[config.mk]
export PLATFORM = sky130hd
export DESIGN_NAME = spi_slave_rx
export DESIGN_NICKNAME = d
export VERILOG_FILES = /design/src/rtl/spi_pkg.sv /design/src/rtl/spi_sync_edge.sv /design/src/rtl/spi_slave_rx.sv
export SDC_FILE = /design/constraint.sdc
export NUM_CORES = 1
export LEC_CHECK = 0
export BUFFER_PORTS_ARGS = -buffer_cell sky130_fd_sc_hd__buf_2
export CAP_MARGIN = 25
export CORE_UTILIZATION = 59
export CTS_CLUSTER_SIZE = 8
export DETAILED_ROUTE_END_ITERATION = 6
export GPL_TIMING_DRIVEN = 0
export PLACE_DENSITY = 0.89
export REMOVE_ABC_BUFFERS = 1
export SETUP_SLACK_MARGIN = 0.2
export SKIP_LAST_GASP = 1
export SLEW_MARGIN = 10
export SYNTH_ARGS = -nofsm -noshare
export SYNTH_HDL_FRONTEND = slang
export SYNTH_SLANG_ARGS = --single-unit
[constraint.sdc]
create_clock -name clk -period 3.73 [get_ports clk]
set_input_delay 0.1865 -clock clk [delete_from_list [all_inputs] [get_ports clk]]
set_output_delay 0.1865 -clock clk [all_outputs]
set_load 0.005 [all_outputs]
[src/rtl/spi_pkg.sv]
// Shared types and constants for the SPI receive slice.
// No logic; types and constants only.
// Not applicable: no datapath here.
package spi_pkg;

  // FSM encoding for the slave frame tracker
  typedef enum logic {
    SPI_IDLE   = 1'b0,
    SPI_ACTIVE = 1'b1
  } spi_state_e;

  // {CPOL, CPHA}; mode 0 idles sclk low and samples on the rising edge
  localparam logic [1:0] SPI_MODE0 = 2'b00;

  // Default word width
  localparam int SPI_DATA_W = 8;

endpackage

[src/rtl/spi_sync_edge.sv]
// Multi-flop synchronizer for one async input with rise/fall pulse outputs.
// Level is SYNC_STAGES clk late; rise/fall pulses are combinational off the last two flops.
// No backpressure: free-running, samples every clk.
module spi_sync_edge #(
  parameter int   SYNC_STAGES = 2,
  parameter logic RST_VAL     = 1'b0
) (
  input  logic clk,
  input  logic rst,
  input  logic din,
  output logic level,
  output logic rise,
  output logic fall
);

  logic [SYNC_STAGES-1:0] sync_q, sync_d;
  logic                   dly_q, dly_d;

  // Next-state: shift the raw input into the chain, keep one extra flop for edges
  always_comb begin
    sync_d = {sync_q[SYNC_STAGES-2:0], din};
    dly_d  = sync_q[SYNC_STAGES-1];
  end

  // Chain registers reset to the line's idle level so reset never fakes an edge
  always_ff @(posedge clk) begin
    if (rst) begin
      sync_q <= {SYNC_STAGES{RST_VAL}};
      dly_q  <= RST_VAL;
    end else begin
      sync_q <= sync_d;
      dly_q  <= dly_d;
    end
  end

  assign level = sync_q[SYNC_STAGES-1];
  assign rise  = level & ~dly_q;
  assign fall  = ~level & dly_q;

endmodule

[src/rtl/spi_slave_rx.sv]
// SPI mode-0 slave: oversampled deserializer with a 1-entry valid/ready output and miso reply.
// Edge-to-action latency SYNC_STAGES+1 clk; a completed word is visible on rx_data the clk after.
// Holds one word; a word completing while it is still unconsumed is dropped and flagged by overrun.
module spi_slave_rx
  import spi_pkg::*;
#(
  parameter int DATA_W      = SPI_DATA_W,
  parameter int SYNC_STAGES = 2,
  parameter int MSB_FIRST   = 1
) (
  input  logic              clk,
  input  logic              rst,
  input  logic              sclk,
  input  logic              cs_n,
  input  logic              mosi,
  output logic              miso,
  input  logic [DATA_W-1:0] tx_data,
  output logic [DATA_W-1:0] rx_data,
  output logic              rx_valid,
  input  logic              rx_ready,
  output logic              overrun,
  output logic              frame_err
);

  localparam int               CNT_W    = (DATA_W > 1) ? $clog2(DATA_W) : 1;
  localparam logic [CNT_W-1:0] LAST_BIT = CNT_W'(DATA_W - 1);

  logic sclk_rise, sclk_fall, sclk_lvl_unused;
  logic cs_rise, cs_fall, cs_lvl_unused;
  logic mosi_s, mosi_rise_unused, mosi_fall_unused;

  spi_sync_edge #(.SYNC_STAGES(SYNC_STAGES), .RST_VAL(SPI_MODE0[1])) u_sclk_sync (
    .clk(clk), .rst(rst), .din(sclk),
    .level(sclk_lvl_unused), .rise(sclk_rise), .fall(sclk_fall)
  );

  spi_sync_edge #(.SYNC_STAGES(SYNC_STAGES), .RST_VAL(1'b1)) u_cs_sync (
    .clk(clk), .rst(rst), .din(cs_n),
    .level(cs_lvl_unused), .rise(cs_rise), .fall(cs_fall)
  );

  spi_sync_edge #(.SYNC_STAGES(SYNC_STAGES), .RST_VAL(1'b0)) u_mosi_sync (
    .clk(clk), .rst(rst), .din(mosi),
    .level(mosi_s), .rise(mosi_rise_unused), .fall(mosi_fall_unused)
  );

  function automatic logic head_bit(input logic [DATA_W-1:0] v);
    return (MSB_FIRST != 0) ? v[DATA_W-1] : v[0];
  endfunction

  function automatic logic [DATA_W-1:0] tx_adv(input logic [DATA_W-1:0] v);
    return (MSB_FIRST != 0) ? (v << 1) : (v >> 1);
  endfunction

  function automatic logic [DATA_W-1:0] rx_ins(input logic [DATA_W-1:0] v, input logic b);
    return (MSB_FIRST != 0) ? {v[DATA_W-2:0], b} : {b, v[DATA_W-1:1]};
  endfunction

  spi_state_e        state_q, state_d;
  logic [CNT_W-1:0]  bit_cnt_q, bit_cnt_d;
  logic [DATA_W-1:0] rx_shift_q, rx_shift_d;
  logic [DATA_W-1:0] tx_shift_q, tx_shift_d;
  logic [DATA_W-1:0] rx_data_q, rx_data_d;
  logic              rx_valid_q, rx_valid_d;
  logic              miso_q, miso_d;
  logic              overrun_q, overrun_d;
  logic              frame_err_q, frame_err_d;
  logic [DATA_W-1:0] rx_word;
  logic              pop;

  assign rx_word = rx_ins(rx_shift_q, mosi_s);
  assign pop     = rx_valid_q & rx_ready;

  // Frame FSM, shift registers and output buffer next-state.
  // tx_shift holds reply bits not yet placed on miso: the head bit goes out at
  // frame start or on each sclk fall, so a word-boundary reload is output intact.
  always_comb begin
    state_d     = state_q;
    bit_cnt_d   = bit_cnt_q;
    rx_shift_d  = rx_shift_q;
    tx_shift_d  = tx_shift_q;
    rx_data_d   = rx_data_q;
    rx_valid_d  = rx_valid_q & ~pop;
    miso_d      = miso_q;
    overrun_d   = 1'b0;
    frame_err_d = 1'b0;
    case (state_q)
      SPI_IDLE: begin
        if (cs_fall) begin
          state_d    = SPI_ACTIVE;
          bit_cnt_d  = '0;
          rx_shift_d = '0;
          tx_shift_d = tx_adv(tx_data);
          miso_d     = head_bit(tx_data);
        end
      end
      SPI_ACTIVE: begin
        if (sclk_rise) begin
          rx_shift_d = rx_word;
          if (bit_cnt_q == LAST_BIT) begin
            bit_cnt_d  = '0;
            tx_shift_d = tx_data;
            if (!rx_valid_q || pop) begin
              rx_data_d  = rx_word;
              rx_valid_d = 1'b1;
            end else begin
              overrun_d = 1'b1;
            end
          end else begin
            bit_cnt_d = bit_cnt_q + CNT_W'(1);
          end
        end else if (sclk_fall) begin
          miso_d     = head_bit(tx_shift_q);
          tx_shift_d = tx_adv(tx_shift_q);
        end
        // cs_n is evaluated after any same-cycle sample so a final-edge word counts
        if (cs_rise) begin
          state_d     = SPI_IDLE;
          frame_err_d = (bit_cnt_d != '0);
          bit_cnt_d   = '0;
          rx_shift_d  = '0;
          miso_d      = 1'b0;
        end
      end
      default: state_d = SPI_IDLE;
    endcase
  end

  // State and output registers; reset abandons any partial word silently
  always_ff @(posedge clk) begin
    if (rst) begin
      state_q     <= SPI_IDLE;
      bit_cnt_q   <= '0;
      rx_shift_q  <= '0;
      tx_shift_q  <= '0;
      rx_data_q   <= '0;
      rx_valid_q  <= 1'b0;
      miso_q      <= 1'b0;
      overrun_q   <= 1'b0;
      frame_err_q <= 1'b0;
    end else begin
      state_q     <= state_d;
      bit_cnt_q   <= bit_cnt_d;
      rx_shift_q  <= rx_shift_d;
      tx_shift_q  <= tx_shift_d;
      rx_data_q   <= rx_data_d;
      rx_valid_q  <= rx_valid_d;
      miso_q      <= miso_d;
      overrun_q   <= overrun_d;
      frame_err_q <= frame_err_d;
    end
  end

  assign miso      = miso_q;
  assign rx_data   = rx_data_q;
  assign rx_valid  = rx_valid_q;
  assign overrun   = overrun_q;
  assign frame_err = frame_err_q;

endmodule

After elaboration in Yosys (flattened, before gate mapping)
Cells that the tools add are included.
- bits in registers: 39
- latch bits: 0
- memory bits (writable): 0
- memory bits (read-only): 0
- input port bits: 14
- output and inout bits: 12
- logic and storage cells: 74
- memories: 0
- add/sub/neg operators: 1
- $mul: 0
- div/mod/pow operators: 0
- order comparisons: 0
- equality and inequality tests: 7
- shift-type cells: 0
- mux-type cells: 28
- bitwise logic cells: 15
- reduce and logical (&&, ||, !) cells: 9
- operator list (operator ; number):
    8-bit two-way mux ; 4
    7-bit two-way mux ; 3
    8-bit one-hot mux with 2 select lines ; 1
    3-bit two-way mux ; 5
    7-bit one-hot mux with 2 select lines ; 1
    3-bit != test, second input constant ; 4
    1-bit two-way mux ; 11
    1-bit inverter ; 9
    1-bit AND ; 6
    3-bit one-hot mux with 2 select lines ; 1
    3-bit AND reduction ; 2
    1-bit one-hot mux with 2 select lines ; 2
    4-bit AND reduction ; 1
    4-bit OR reduction ; 1
    3-bit by 1-bit adder with 3-bit output, second input constant ; 1
    3-bit equality test, second input constant ; 1
    3-bit by 2-bit != test with 1-bit output, second input constant ; 1
    3-bit nonzero test ; 1
    3-bit OR reduction ; 1
    2-bit != test, second input constant ; 1
    2-bit AND reduction ; 1
    1-bit zero test ; 1
    1-bit logical OR ; 1

Depth between registers and ports, before layout
Gate-level depths: netlist of run 1.
- depth after elaboration: 7
- depth in mapped cells: 7
- depth with buffers taken out: 6

By module
From an unflattened synthesis of run 1, not the netlist that was laid out.
- cells, all modules: 192
- area total of the unflattened synthesis: 1791.7 sq um
- by module, submodules not included (module ; times used ; cells each ; area each (sq um) ; seq. area each (sq um)):
    spi_slave_rx ; 1 ; 168 ; 1516.5 ; 620.6
    spi_sync_edge (u_mosi_sync ...) ; 2 ; 8 ; 91.3 ; 60.1
    spi_sync_edge (u_cs_sync) ; 1 ; 8 ; 92.6 ; 60.1

Least setup slack after synthesis of run 1
Ideal clock, no wire load.
- path kind: reg-to-reg
- from: reg bit_cnt_q[0]
- to: reg rx_data_q[0], in the netlist rx_data[0]
- library setup time: 0.128 ns
- data arrival time: 1.334 ns
- required time: 3.602 ns
- path slack: 2.268 ns
- cell stages (with the launch flop): 8
- buffers on the path: 1
- period minus slack after synthesis: 1.462 ns
- cells stage by stage: dfxtp_1 > ha_1 > ha_1 > nand3_1 > nor2b_1 > buf_2 > mux2i_1 > nor2_1
- longest elaborated chain between the ends: 2
- RTL lines (what ; RTL line ; text):
    start, declared ; spi_slave_rx.sv:60 ; logic [CNT_W-1:0] bit_cnt_q, bit_cnt_d;
    start signal, assigned ; spi_slave_rx.sv:143 ; bit_cnt_q <= bit_cnt_d;
    3-bit equality test ; spi_slave_rx.sv:100 ; if (bit_cnt_q == LAST_BIT) begin
    4-bit AND reduction (no line) ; n/a ;
    end signal, assigned ; spi_slave_rx.sv:146 ; rx_data_q <= rx_data_d;
    end, declared ; spi_slave_rx.sv:63 ; logic [DATA_W-1:0] rx_data_q, rx_data_d;
No other way between the ends.
A chain may end at the register's enable or synchronous reset.

Worst setup path in the final report of run 1
- from: reg u_sclk_sync.dly_q
- to: reg rx_data_q[6], in the netlist rx_data[6]
- longest elaborated chain between the ends: 3
- RTL lines (what ; RTL line ; text):
    start, declared ; spi_sync_edge.sv:17 ; logic dly_q, dly_d;
    start signal, assigned ; spi_sync_edge.sv:32 ; dly_q <= dly_d;
    1-bit inverter ; spi_sync_edge.sv:37 ; assign rise = level & ~dly_q;
    1-bit AND ; spi_sync_edge.sv:37 ;
    4-bit AND reduction (no line) ; n/a ;
No other way between the ends.

==> results of run 1 <==
==> layer usage <==
| layer | share of wire, % | global-route usage [%] | wire length (µm) |
|---|---|---|---|
| met5 | 0 | 0 | 0 |
| met4 | 0.96 | 10.0 | 28 |
| met3 | 4.8 | 8.20 | 140 |
| met2 | 48 | 34.5 | 1400 |
| met1 | 46 | 25.6 | 1340 |
==> final cells by class <==
| cell class | instances | area [µm²] |
|---|---|---|
| clock buffers | 5 | 37.5 |
| clock inverters | 2 | 37.5 |
| fillers | 201 | 688 |
| inverters | 5 | 18.8 |
| multi-input cells | 122 | 832 |
| flip-flops and latches | 39 | 781 |
| well taps | 30 | 37.5 |
| repair buffers | 26 | 135 |
==> final timing paths <==
kind | slack (ns) | to | depth (start not counted)
worst max-delay path | 1.38 | rx_data[6]$_SDFFE_PP0P_ | 6
worst min-delay path | 0.04 | u_sclk_sync.sync_q[0]$_SDFF_PP0_ | 2
worst max register to register | 1.38 | rx_data[6]$_SDFFE_PP0P_ | 6
worst min register to register | 0.42 | u_cs_sync.sync_q[1]$_SDFF_PP1_ | 1
==> where the power goes <==
group | internal (mW) | total, mW | switching (mW)
clock network | 0.137 | 0.268 | 0.131
registers | 0.425 | 0.432 | 0.00721
logic | 0.0251 | 0.0519 | 0.0268
==> per-stage QoR <==
| stage | hold slack (ns) | instances |
|---|---|---|
| 6_report | 0.0444 | 229 |
| 5_1_grt | 0.0239 | 229 |
| 4_1_cts | 0.0249 | 229 |
| 3_5_place_dp | 0.367 | 221 |
| 3_3_place_gp | 0.365 | 221 |
| 2_1_floorplan | 0.253 | 166 |
==> state kept, by name (all words and copies together) (netlist names) <==
register            count
bit_cnt_q               3
frame_err               1
miso                    1
overrun                 1
rx_data                 8
rx_shift_q              7
rx_valid                1
state_q                 1
tx_shift_q              8
u_cs_sync.dly_q         1
u_cs_sync.sync_q        2
u_mosi_sync.sync_q      2
u_sclk_sync.dly_q       1
u_sclk_sync.sync_q      2
==> worst max-delay path: stages, from the launching register on <==
cell     delay (ns)
dfxtp_1        0.33
inv_1          0.07
ha_1           0.49
nand3_1        0.22
nor2b_1        0.77
mux2i_1        0.29
nor2_1         0.06
==> cells in the mapped netlist <==
master,count
a21oi_1,3
a311oi_1,1
a32o_1,3
and3_1,1
and3b_1,1
buf_2,3
clkbuf_1,6
dfxtp_1,39
ha_1,5
inv_1,5
mux2i_1,23
nand2_1,17
nand2_2,1
nand2b_1,17
nand2b_4,1
nand3_1,1
nor2_1,11
nor2_2,1
nor2b_1,8
nor3_1,1
nor4_1,2
nor4b_1,1
o21ai_0,8
o21ai_1,2
o21ai_4,1
o21bai_1,1
o22ai_1,8
or2_1,3
or3b_1,1
==> cell families after synthesis <==
| family | count (synthesis) | share of synthesized area, % |
|---|---|---|
| adders and majority gates | 5 | 3.75 |
| buffers and inverters | 14 | 3.37 |
| muxes | 23 | 13.8 |
| and+or+nand+nor | 67 | 21.7 |
| AOI/OAI and AO/OA | 27 | 10.6 |
| DFF | 39 | 46.8 |
==> repair_timing <==
action	4_1_cts	5_1_grt
buffers inserted	0	0
hold endpoints to repair	1	0
hold buffers	1	0
==> results.cfg, run 1 <==
[status]
status = finished clean

[route]
drc_errors = 0
dr.pass1.iters = 4
vias = 1243
drt_iter0_markers = 36
routed_wl_um = 2900
post_drt_wl_per_cell_um = 12.7
ant_nets = 0
vias_per_cell = 5.43

[cts]
cts_resized = 0
clockBufferDepth = 2
cts_root_buf = clkbuf_4
insertion_delay_ns = 0.34
clk_pin_slew_ns = 0.11
cts_inserted_buffers = 5
cts.sinks = 39
cts_tree = done
htreeDepth = 2

[sta]
setup_ws_ns = 1.38
tns_ns = 0
hold_viol = 0
fmax_mhz = 426
slew_viol_final = 0
skew_ns = 0.00372
fin_crit_ns = 2.35
finalSetupViolCount = 0
rsz0062_at_grt = no
slew_headroom_pct = 39.0
worst_pin_slew_ns = 0.913
finalCritPeriodShare_pct = 63.0

[hold_path]
hp-start = sclk
hp-class = primary input to flop

[floorplan]
io_pins = 26
die_area_mm2 = 0.00305
die_w_um = 55.2
fp.coreArea_mm2 = 0.00257
num_rows = 18
die_h_um = 55.2
start_util_pct = 65.0

[power_and_ir_drop]
ir_worst_vdd_uv = 342
fin_total_pwr_mw = 0.752
leakage_nw = 0.721
powerDensity_mw_per_mm2 = 400

[final_layout]
final_common_cell = dfxtp_1
fin_nets = 218
layout_common_cells = 39 x dfxtp_1, 25 x buf_2, 23 x mux2i_1, 17 x nand2b_1, 17 x nand2_1
finalInstanceArea_mm2 = 0.00188
synthToLayoutAreaGrowth_pct = 12.6
fin_util_pct = 73.2
antenna_cells = 0
drive_gt1_share_pct = 18.1

[critical_path]
end_kind = flop
setup.worst_path.start_class = flop
cp.required_ns = 3.95
crit_arrival_ns = 2.57
path_max_fanout = 14
crit_start = u_sclk_sync.dly_q$_SDFF_PP0_
crit_type = flop to flop
crit-reg2reg-launch = u_sclk_sync.dly_q$_SDFF_PP0_

[placement]
post-place-ws_ns = 1.42
gp_congestion = 0.757
hpwlAfterDp_um = 2030
placed_area_mm2 = 0.00179
portBuffers = 25

[synth]
ys_warn_count = 0
avgSynthCellArea_um2 = 9.54
yosys-top-cells-area = dfxtp_1 47%, mux2i_1 14%, nand2b_1 6.4%, nand2_1 3.8%, ha_1 3.7%
synth_top_cell_by_area = dfxtp_1
synth_top_area_share_pct = 46.8
synth_cell_types = 29
syn_area_mm2 = 0.00167
ys_seq_elements = 39
synth-seq-area-share_pct = 46.8
synth_cells = 175

[global_route]
track_usage_pct = 21.7
overflow = 0
grt_max_degree = 38
antenna_found_initial = 0
grt_pass1_vias = 1083
grt_pass1_wl_um = 4530

[job]
cap_violations = 0
No activity file was read; power rests on OpenSTA's default activity.
==> inputs of run 2 (changes only) <==
--- a/config.mk
+++ b/config.mk
@@ -7,11 +7,11 @@
 export LEC_CHECK = 0
 export BUFFER_PORTS_ARGS = -buffer_cell sky130_fd_sc_hd__buf_2
 export CAP_MARGIN = 25
-export CORE_UTILIZATION = 59
+export CORE_UTILIZATION = 49
 export CTS_CLUSTER_SIZE = 8
 export DETAILED_ROUTE_END_ITERATION = 6
 export GPL_TIMING_DRIVEN = 0
-export PLACE_DENSITY = 0.89
+export PLACE_DENSITY = 0.8
 export REMOVE_ABC_BUFFERS = 1
 export SETUP_SLACK_MARGIN = 0.2
 export SKIP_LAST_GASP = 1
==> constraint.sdc (replaced) <==
create_clock -name clk -period 1.9 [get_ports clk]
set_input_delay 0.095 -clock clk [delete_from_list [all_inputs] [get_ports clk]]
set_output_delay 0.095 -clock clk [all_outputs]
set_load 0.005 [all_outputs]
==> results.cfg, run 2 (synthesis gave the netlist of run 1 again) <==
[sta]
fmax_mhz = 636
hold_viol = 0
finalSetupViolCount = 0
finalCritPeriodShare_pct = 82.8
fin_crit_ns = 1.57
slew_viol_final = 0
rsz0062_at_grt = no
skew_ns = 0.0146
tns_ns = 0
slew_headroom_pct = 65.0
whs_ns = 0.0472
setup_ws_ns = 0.327
worst_pin_slew_ns = 0.525

[placement]
placed_area_mm2 = 0.00181
post-place-ws_ns = -0.398
portBuffers = 25
gp_congestion = 0.748
place_inst = 235
hpwlAfterDp_um = 1920

[floorplan]
num_rows = 20
die_h_um = 60.4
io_pins = 26
fp.coreArea_mm2 = 0.00315
die_w_um = 60.4
start_util_pct = 52.9
die_area_mm2 = 0.00364

[critical_path]
path_cells = ha_1 > ha_2 > nand3_1 > nor2b_4 > buf_12 > mux2i_1 > nor2_1
cp_num_buf_inv = 1
path_max_fanout = 8
end_kind = flop
setup.worst_path.start_class = flop
critPathTopFamily = adder cells
ff2ff_setup_slack_ns = 0.33
slowest_delay_ns = 0.37
slowest_stage = dfxtp_2
crit_type = flop to flop
crit_arrival_ns = 1.79
cp.required_ns = 2.12

[power_and_ir_drop]
leakage_nw = 0.770
fin_total_pwr_mw = 1.51
ir_worst_vdd_uv = 583
powerDensity_mw_per_mm2 = 756

[cts]
clk_pin_slew_ns = 0.11
cts_inserted_buffers = 5
cts.sinks = 39
clockBufferDepth = 2
cts_tree = done
htreeDepth = 2
cts_root_buf = clkbuf_4
insertion_delay_ns = 0.34

[final_layout]
fin_nets = 224
fin_util_pct = 63.2
synthToLayoutAreaGrowth_pct = 19.4
antenna_cells = 0
drive_gt1_share_pct = 23.3
final_common_cell = dfxtp_1
finalNonFillerCells = 250
layout_common_cells = 35 x dfxtp_1, 25 x buf_2, 23 x mux2i_1, 17 x nand2b_1, 17 x nand2_1
finalInstanceArea_mm2 = 0.00199

[hold_path]
hp-class = primary input to flop

[route]
routed_wl_um = 2830
drt_iter0_markers = 43
drc_errors = 0
vias = 1279
ant_nets = 0
vias_per_cell = 5.12
post_drt_wl_per_cell_um = 11.3
dr.pass1.iters = 4

[global_route]
antenna_found_initial = 0
grt_max_degree = 38
track_usage_pct = 18.1
grt_pass1_wl_um = 4950
grt_pass1_vias = 1211
overflow = 0

[job]
cap_violations = 0

[status]
status = finished clean
==> run 2: report_power, final <==
group / leakage (nW) / internal, mW / switching [mW]
combinational: 0.407 / 0.0571 / 0.0531
clock: 0.0452 / 0.277 / 0.271
sequential: 0.318 / 0.834 / 0.0150
total: 0.770 / 1.17 / 0.339
==> run 2: layout make-up <==
| cell class | instances | area, µm² |
|---|---|---|
| Clock buffer | 5 | 37.5 |
| Clock inverter | 3 | 43.8 |
| Fill cell | 278 | 1160 |
| Inverter | 5 | 18.8 |
| Multi-Input combinational cell | 122 | 855 |
| Sequential cell | 39 | 786 |
| Tap cell | 44 | 55.1 |
| Timing Repair Buffer | 32 | 198 |
==> run 2: routing by layer <==
layer	share of wire, %	vias up	GRT usage [%]
li1	-	659	-
met5	0	-	0
met2	47	25	30.5
met1	49	591	22.0
met4	1.1	0	7.97
met3	3.3	4	4.48
==> run 2: path summary, 6_finish.rpt <==
path,end,start,depth (start not counted)
worst max-delay path,rx_data[6]$_SDFFE_PP0P_,bit_cnt_q[0]$_SDFFE_PP0P_,7
worst min-delay path,overrun$_SDFF_PP0_,rx_ready,3
worst max register to register,rx_data[6]$_SDFFE_PP0P_,bit_cnt_q[0]$_SDFFE_PP0P_,7
worst min register to register,u_cs_sync.sync_q[1]$_SDFF_PP1_,u_cs_sync.sync_q[0]$_SDFF_PP1_,1
==> run 2: worst register-to-register path, cell delays in order, from the launching register on <==
cell and delay (ns):
dfxtp_2 0.37, ha_1 0.17, ha_2 0.21, nand3_1 0.14
nor2b_4 0.17, buf_12 0.14, mux2i_1 0.20, nor2_1 0.05
==> run 2: repair_timing <==
action | in CTS | in global routing
hold endpoints to repair | 3 | 0
pin swaps | 0 | 1
endpoints found under the setup margin | 14 | 14
buffers inserted | 1 | 3
hold buffers | 3 | 0
resized for setup | 4 | 5
==> inputs of run 3 (changes only) <==
--- a/config.mk
+++ b/config.mk
@@ -7,11 +7,11 @@
 export LEC_CHECK = 0
 export BUFFER_PORTS_ARGS = -buffer_cell sky130_fd_sc_hd__buf_2
 export CAP_MARGIN = 25
-export CORE_UTILIZATION = 49
+export CORE_UTILIZATION = 55
 export CTS_CLUSTER_SIZE = 8
 export DETAILED_ROUTE_END_ITERATION = 6
 export GPL_TIMING_DRIVEN = 0
-export PLACE_DENSITY = 0.8
+export PLACE_DENSITY = 0.85
 export REMOVE_ABC_BUFFERS = 1
 export SETUP_SLACK_MARGIN = 0.2
 export SKIP_LAST_GASP = 1
==> constraint.sdc (replaced) <==
create_clock -name clk -period 1.6 [get_ports clk]
set_input_delay 0.08 -clock clk [delete_from_list [all_inputs] [get_ports clk]]
set_output_delay 0.08 -clock clk [all_outputs]
set_load 0.005 [all_outputs]
==> results.cfg, run 3 (synthesis gave the netlist of run 1 again) <==
[placement]
post-place-ws_ns = -0.664
placed_area_mm2 = 0.00180
hpwlAfterDp_um = 2010
gp_congestion = 0.757
portBuffers = 25
place_inst = 222

[final_layout]
antenna_cells = 0
drive_gt1_share_pct = 36.5
ff_latch_area_um2 = 798
layout_common_cells = 33 x dfxtp_1, 25 x buf_2, 23 x mux2i_1, 17 x nand2_1, 16 x nand2b_1
multiInputGateArea_um2 = 977
finalNonFillerCells = 250
finalInstanceArea_mm2 = 0.00219
final_common_cell = dfxtp_1
n_fill_cell = 186
fin_nets = 237
synthToLayoutAreaGrowth_pct = 31.1

[global_route]
track_usage_pct = 23.7
overflow = 0
antenna_found_initial = 0
grt_pass1_vias = 1321
grt_max_degree = 38
grt_pass1_wl_um = 5910

[sta]
slew_viol_final = 0
rsz0062_at_grt = yes
worst_pin_slew_ns = 0.537
finalCritPeriodShare_pct = 89.0
fmax_mhz = 702
hold_viol = 0
fin_crit_ns = 1.42
finalSetupViolCount = 0
slew_headroom_pct = 64.2
setup_ws_ns = 0.176
skew_ns = 0.00879

[route]
drc_errors = 2
ant_nets = 0
dr.pass1.iters = 6
vias = 1420
routed_wl_um = 3770
vias_per_cell = 5.68
drt_iter0_markers = 57
post_drt_wl_per_cell_um = 15.1

[cts]
cts.sinks = 39
cts_root_buf = clkbuf_4
clk_pin_slew_ns = 0.11
cts_tree = done
cts_inserted_buffers = 5
clockBufferDepth = 2
insertion_delay_ns = 0.33
htreeDepth = 2

[hold_path]
hp-class = primary input to flop
min_path_cells = 3
whs_endpoint = tx_shift_q[7]$_SDFFE_PP0P_
hp-start = tx_data[6]

[floorplan]
num_rows = 19
die_w_um = 57.1
die_h_um = 57.1
start_util_pct = 59.5
die_area_mm2 = 0.00326
fp.coreArea_mm2 = 0.00281
io_pins = 26

[critical_path]
cp.required_ns = 1.81
slowest_stage = dfxtp_4
path_cells = ha_4 > ha_4 > nand3_4 > nor2b_4 > buf_12 > mux2i_1 > nor2_1
crit-reg2reg-launch = bit_cnt_q[0]$_SDFFE_PP0P_
crit_arrival_ns = 1.63
slowest_delay_ns = 0.38
cpMostUsedCell = ha_4
setup.worst_path.start_class = flop
r2r_cells = 7
path_max_fanout = 8
crit_type = flop to flop
ff2ff_setup_slack_ns = 0.18
cp_num_buf_inv = 1
critPathTopFamily = flip-flops
timing.rr.end = rx_data[6]$_SDFFE_PP0P_
end_kind = flop

[power_and_ir_drop]
fin_total_pwr_mw = 1.65
leakage_nw = 0.852
powerDensity_mw_per_mm2 = 754
ir_worst_vdd_uv = 627

[status]
status = finished, violations left
violations = DRC

[job]
cap_violations = 0
run 3: cell types whose count changed in the layout (fill, tap and decap cells not counted), moves of 3 or more:
cell / delta
ha_1: -3
o21ai_0: -4
ha_4: +3
o22ai_1: -5
dfxtp_4: +4
buf_4: +11
o22ai_2: +5
run 3: what timing repair did:
action | CTS | global route
hold buffers | 3 | 0
pin swaps | 2 | 8
endpoints found under the setup margin | 28 | 24
setup buffers | 12 | 5
endpoints found under the hold margin | 3 | 0
resized for setup | 23 | 23
run 3: worst max path at each step:
stage,endpoint,start,slack (ns),cells after the start
floorplan,rx_data[0]$_SDFFE_PP0P_,u_sclk_sync.dly_q$_SDFF_PP0_,-0.29,6
global placement,rx_data[0]$_SDFFE_PP0P_,u_sclk_sync.dly_q$_SDFF_PP0_,-0.60,6
detailed placement,rx_data[5]$_SDFFE_PP0P_,u_sclk_sync.dly_q$_SDFF_PP0_,-0.66,6
CTS,rx_data[6]$_SDFFE_PP0P_,bit_cnt_q[0]$_SDFFE_PP0P_,0.20,7
global route,rx_data[2]$_SDFFE_PP0P_,bit_cnt_q[0]$_SDFFE_PP0P_,0.12,7
finish,rx_data[6]$_SDFFE_PP0P_,bit_cnt_q[0]$_SDFFE_PP0P_,0.18,7
run 3: worst reg2reg max path, cell delays in order, from the launching register on:
cell and delay, ns:
dfxtp_4 0.38, ha_4 0.13, ha_4 0.16, nand3_4 0.09, nor2b_4 0.13, buf_12 0.14, mux2i_1 0.21, nor2_1 0.07
run 3: final cells by class:
cell class                      instances  share of cell area [%]
Sequential cell                        39                    36.5
Clock inverter                          1                   0.229
Tap cell                               31                    1.77
Inverter                                5                   0.972
Timing Repair Buffer                   45                    13.8
Clock buffer                            7                    2.06
Multi-Input combinational cell        122                    44.7
run 3: stage by stage:
stage	TNS [ns]	util [%]	hold WS (ns)
final	0	78.0	0.0658
after global routing	0	78.0	0.0664
after CTS	0	73.9	0.0389
after detailed placement	-6.77	64.0	0.265
after global placement	-5.05	64.0	0.257
after floorplan	-2.34	-	0.147
run 3: power breakdown:
group	internal (mW)	switching, mW	total, mW
registers	0.986	0.0150	1.00
clock network	0.172	0.300	0.472
logic	0.0895	0.0890	0.178
run 3: per-layer routing:
metal	GRT usage [%]	part of all wire (%)	vias to the layer above
li1	-	-	686
met1	28.9	43	667
met2	39.5	49	55
met3	5.90	5.3	12
met4	10.5	2.6	0
met5	0	0	-
